**src/rtl/audio_in_pitch_tracker.sv**
```systemverilog
// Pops L/R samples from the Audio_Controller, mixes them to mono, and measures the
// zero-crossing period and windowed peak level. Define AUDIO_IN_MONO_LEFT_EN to use the left channel only.
module audio_in_pitch_tracker #(
  parameter logic signed [31:0] HYST       = 32'sd4000000,
  parameter int                 WINDOW     = 1024,
  parameter logic [15:0]        MAX_PERIOD = 16'd4800
) (
  input  logic        CLOCK_50,
  input  logic        reset,
  input  logic        audio_in_available,
  input  logic [31:0] left_channel_audio_in,
  input  logic [31:0] right_channel_audio_in,
  output logic        read_audio_in,
  output logic [31:0] sample_out,
  output logic        sample_valid,
  output logic [15:0] period_samples,
  output logic        period_valid,
  output logic [30:0] peak_level,
  output logic        level_valid
);

  localparam int                WIN_W    = $clog2(WINDOW);
  localparam logic [WIN_W-1:0]  WIN_LAST = WIN_W'(WINDOW - 1);

  typedef enum logic [1:0] {IDLE, CAPTURE, PROCESS} state_t;

  state_t             state_reg, state_next;
  logic signed [31:0] left_reg, right_reg;
  logic signed [31:0] mono, mono_neg;
  logic [30:0]        mag, pk_max, pk_reg;
  logic [15:0]        cnt_reg, cnt_inc;
  logic [WIN_W-1:0]   win_reg;
  logic               armed_reg, seen_reg;
  logic               crossing, win_end;

  always_ff @(posedge CLOCK_50 or posedge reset) begin
    if (reset) state_reg <= IDLE;
    else       state_reg <= state_next;
  end

  // The pop strobe is decoded from the state so an async reset removes it at once.
  always_comb begin
    state_next    = state_reg;
    read_audio_in = 1'b0;
    case (state_reg)
      IDLE:    if (audio_in_available) state_next = CAPTURE;
      CAPTURE: begin
        read_audio_in = 1'b1;
        state_next    = PROCESS;
      end
      PROCESS: state_next = IDLE;
      default: state_next = IDLE;
    endcase
  end

  always_comb begin
`ifdef AUDIO_IN_MONO_LEFT_EN
    mono = left_reg;
`else
    mono = (left_reg >>> 1) + (right_reg >>> 1);
`endif
    mono_neg = -mono;
    // Negating the most negative value stays negative: that case saturates.
    if (!mono[31])         mag = mono[30:0];
    else if (mono_neg[31]) mag = 31'h7FFF_FFFF;
    else                   mag = mono_neg[30:0];
    pk_max   = (mag > pk_reg) ? mag : pk_reg;
    cnt_inc  = cnt_reg + 16'd1;
    crossing = armed_reg && (mono >= HYST);
    win_end  = (win_reg == WIN_LAST);
  end

  always_ff @(posedge CLOCK_50 or posedge reset) begin
    if (reset) begin
      left_reg       <= '0;
      right_reg      <= '0;
      armed_reg      <= 1'b0;
      seen_reg       <= 1'b0;
      cnt_reg        <= '0;
      win_reg        <= '0;
      pk_reg         <= '0;
      sample_out     <= '0;
      sample_valid   <= 1'b0;
      period_samples <= '0;
      period_valid   <= 1'b0;
      peak_level     <= '0;
      level_valid    <= 1'b0;
    end else begin
      sample_valid <= 1'b0;
      period_valid <= 1'b0;
      level_valid  <= 1'b0;
      if (state_reg == CAPTURE) begin
        left_reg  <= left_channel_audio_in;
        right_reg <= right_channel_audio_in;
      end
      if (state_reg == PROCESS) begin
        sample_out   <= mono;
        sample_valid <= 1'b1;
        if (crossing) begin
          armed_reg <= 1'b0;
          if (seen_reg) begin
            period_samples <= cnt_inc;
            period_valid   <= 1'b1;
          end
          seen_reg <= 1'b1;
          cnt_reg  <= '0;
        end else begin
          if (mono < -HYST) armed_reg <= 1'b1;
          // Too long without a crossing: report silence and restart the search.
          if (cnt_inc == MAX_PERIOD) begin
            period_samples <= '0;
            period_valid   <= 1'b1;
            cnt_reg        <= '0;
            seen_reg       <= 1'b0;
          end else begin
            cnt_reg <= cnt_inc;
          end
        end
        if (win_end) begin
          peak_level  <= pk_max;
          level_valid <= 1'b1;
          pk_reg      <= '0;
          win_reg     <= '0;
        end else begin
          pk_reg  <= pk_max;
          win_reg <= win_reg + 1'b1;
        end
      end
    end
  end

endmodule

```
**config.mk**
```make
export PLATFORM = sky130hd
export DESIGN_NAME = audio_in_pitch_tracker
export DESIGN_NICKNAME = d
export VERILOG_FILES = /design/src/rtl/audio_in_pitch_tracker.sv
export SDC_FILE = /design/constraint.sdc
export NUM_CORES = 1
export LEC_CHECK = 0
export BUFFER_PORTS_ARGS = -buffer_cell sky130_fd_sc_hd__buf_2
export CORE_ASPECT_RATIO = 0.6
export CORE_MARGIN = 4
export CORE_UTILIZATION = 54
export CTS_CLUSTER_DIAMETER = 30
export DETAILED_ROUTE_END_ITERATION = 8
export GPL_ROUTABILITY_DRIVEN = 1
export PLACE_DENSITY = 0.81
export SETUP_SLACK_MARGIN = 0.05
export SLEW_MARGIN = 20
export SYNTH_ARGS = -nofsm -noshare
export SYNTH_HDL_FRONTEND = slang
export SYNTH_SLANG_ARGS = --single-unit
```
**constraint.sdc**
```tcl
create_clock -name CLOCK_50 -period 5.45 [get_ports CLOCK_50]
set_clock_uncertainty 0.05 [all_clocks]
set_input_delay 0.2725 -clock CLOCK_50 [delete_from_list [all_inputs] [get_ports CLOCK_50]]
set_output_delay 0.2725 -clock CLOCK_50 [all_outputs]
set_load 0.03 [all_outputs]
```
==> reports/results.ini <==
[status]
outcome=finished with violations
violations=negative setup slack

[setup_path]
reg2reg_depth=27
worstReg2RegStart=right_reg[1]$_DFFE_PP0P_
crit_required_ns=5.89
r2r-end=peak_level[9]$_DFFE_PP0P_
slowest_stage=or4b_4
start_kind=flip-flop
crit_path_start=right_reg[1]$_DFFE_PP0P_
path_common_cell=o21a_1
end_kind=flip-flop
crit_family=compound AO/OA/AOI/OAI gates
cp_max_fo=8
max_stage_delay_ns=0.58
critical_path_class=flip-flop to flip-flop
crit_buf_inv=4
r2r_slack_ns=-0.33
critPathArrivalTime_ns=6.22

[yosys]
synth_edf_count=0
synth_area_per_cell_um2=9.48
synth_fp_nets=1445
synth_area_leaders=dfrtp_1, ha_1, mux2_2, nand2_1, o21ai_0
synth-seq-area-share_pct=41.3
async_reset_ff_share_pct=100
yosys.area.top_type_share_pct=41.3
syn-cell-area_um2=12400
ys_types=99
synth_area_leader_cell=dfrtp_1
synth_cells=1312
synth_flop_cell=dfrtp_1
ys_ff_latch=205
ys.warnings.count=0

[detailed_routing]
viasPerCell=6.01
routedWlPerCell_um=19.9
dr.first_iter.drc_count=1191
drc_errors=0
ant_nets=0
vias=12202
firstDrtPassIters=5
routed_wl_mm=40.4

[layout]
top_register=sample_out
antennaDiodeCount=0
area_growth_pct=37.8
nets=1834
design_area_um2=17100
largest_reg_flops=32
layout-drive-gt1-share_pct=35.9

[sta]
maxSlewViolCount=0
finalCritPeriodShare_pct=106
finalSetupViolCount=62
fin_crit_ns=5.78
rsz0062_at_grt=true
fmax_mhz=173
fin_setup_tns_ns=-16.45
final_hold_viol_count=0
fin_ws_ns=-0.331
tightest_slew_ns=1.11
maxSlewHeadroom_pct=25.9

[global_route]
grt.total_usage_pct=29.8
grt_max_degree=117
grt_overflow=0
antenna_found_initial=1
grt_pass1_vias=12042
grt_pass1_wl_mm=62.6

[clocking]
cts-root-buf=clkbuf_16
cts.path.max_buffers=3
cts_max_level=1
cts_buffers=31
path_clk_slew_ns=0.06
insertion_delay_ns=0.58
cts_tree=built
cts_sinks=205

[floorplanning]
dieArea_um2=25600
fp.dieH_um=126
row_count=42
num_io_pins=150
start_util_pct=55.7
die_width_um=204
core-area_um2=22300

[flow_run]
cap_violations=0

[placement]
post_dp_cell_area_um2=14700
port_buffers=147
dp_hpwl_mm=26.7
gp_congestion=0.987
pre_cts_ws_ns=-0.401

[min_path]
hold_class=input pin to async pin

==> worst max-delay path by stage <==
stage | end | slack [ns] | depth (start not counted)
final | peak_level[9]$_DFFE_PP0P_ | -0.33 | 27
after global routing | peak_level[9]$_DFFE_PP0P_ | -0.52 | 27
after CTS | pk_reg[2]$_DFFE_PP0P_ | -0.11 | 24
after detailed placement | peak_level[10]$_DFFE_PP0P_ | -0.40 | 23
after global placement | peak_level[30]$_DFFE_PP0P_ | -0.14 | 22
after floorplan | pk_reg[22]$_DFFE_PP0P_ | 0.05 | 26
==> final cells by class <==
| type | instances | area (µm²) |
|---|---|---|
| tap | 308 | 385 |
| sequential | 205 | 5130 |
| inverter | 48 | 184 |
| multi-input combinational | 994 | 7320 |
| timing repair buffer | 421 | 3090 |
| fill | 1475 | 5190 |
| clock inverter | 17 | 180 |
| clock buffer | 38 | 852 |
==> per-layer routing <==
layer / part of all wire (%) / track usage (%) / up-vias
li1: - / - / 5557
met1: 42 / 40.6 / 5890
met2: 45 / 46.7 / 646
met3: 10 / 8.93 / 105
met4: 2.7 / 7.93 / 4
met5: 0.12 / 1.13 / -
==> per-stage QoR <==
stage / utilization [%] / instances / hold WS [ns]
6_report: 76.7 / 2031 / 0.223
5_1_grt: 76.7 / 2031 / 0.248
4_1_cts: 74.7 / 2018 / 0.175
3_5_place_dp: 65.7 / 1885 / 0.220
3_3_place_gp: 65.7 / 1885 / 0.219
2_1_floorplan: - / 1312 / 0.339
==> synth_stat cells (all sizes together) (23+ instances only) <==
master,number
nor3,46
ha,65
a21oi,70
nand3,31
mux2,61
clkbuf,42
inv,48
xor2,25
buf,23
o21ai,131
nor2,62
nand2,165
xnor2,38
nand4,24
a22o,31
dfrtp,205
==> placed cells by master, fill, tap and decap left out, types with 7 or more instances in the layout <==
| cell type | instances |
|---|---|
| a21o_1 | 15 |
| a21oi_1 | 55 |
| a21oi_2 | 14 |
| a22o_1 | 31 |
| a31oi_1 | 10 |
| and2_1 | 12 |
| and3_1 | 12 |
| buf_2 | 147 |
| buf_4 | 191 |
| buf_6 | 13 |
| clkbuf_16 | 33 |
| dfrtp_1 | 205 |
| dlygate4sd3_1 | 64 |
| ha_1 | 58 |
| inv_1 | 46 |
| mux2_2 | 60 |
| nand2_1 | 158 |
| nand2_2 | 7 |
| nand3_1 | 28 |
| nand4_1 | 24 |
| nor2_1 | 54 |
| nor2b_1 | 8 |
| nor3_1 | 30 |
| nor3_2 | 11 |
| o21a_1 | 10 |
| o21ai_0 | 88 |
| o21ai_1 | 25 |
| o21ai_2 | 16 |
| o2bb2ai_1 | 13 |
| o31ai_1 | 9 |
| or2_1 | 8 |
| or2_2 | 11 |
| or3_1 | 7 |
| xnor2_1 | 38 |
| xor2_1 | 25 |
==> cells by family after synthesis <==
| kind of cell | after synthesis | synth area share, % |
|---|---|---|
| AND/OR/NAND/NOR | 436 | 17.8 |
| adder cells (fa/ha/maj) | 66 | 6.70 |
| flip-flops | 205 | 41.3 |
| AO/OA/AOI/OAI | 368 | 20.4 |
| multiplexers | 61 | 5.55 |
| XOR/XNOR | 63 | 4.44 |
| buffers and inverters | 113 | 3.90 |
==> timing repair <==
item / in CTS / in global routing
resized for setup: 61 / 86
endpoints found under the setup margin: 62 / 62
buffers inserted: 12 / 11
endpoints found under the hold margin: 76 / 0
pin swaps: 37 / 44
hold buffers: 64 / 0
cloned: 2 / 2
==> tightest hold or removal path, stage by stage <==
cell and delay, ns:
dlygate4sd3_1 0.55, buf_2 0.15, clkinvlp_4 0.27
Power is not shown: default switching activity piles up to over one toggle a cycle in this logic, so the estimate is an artifact.
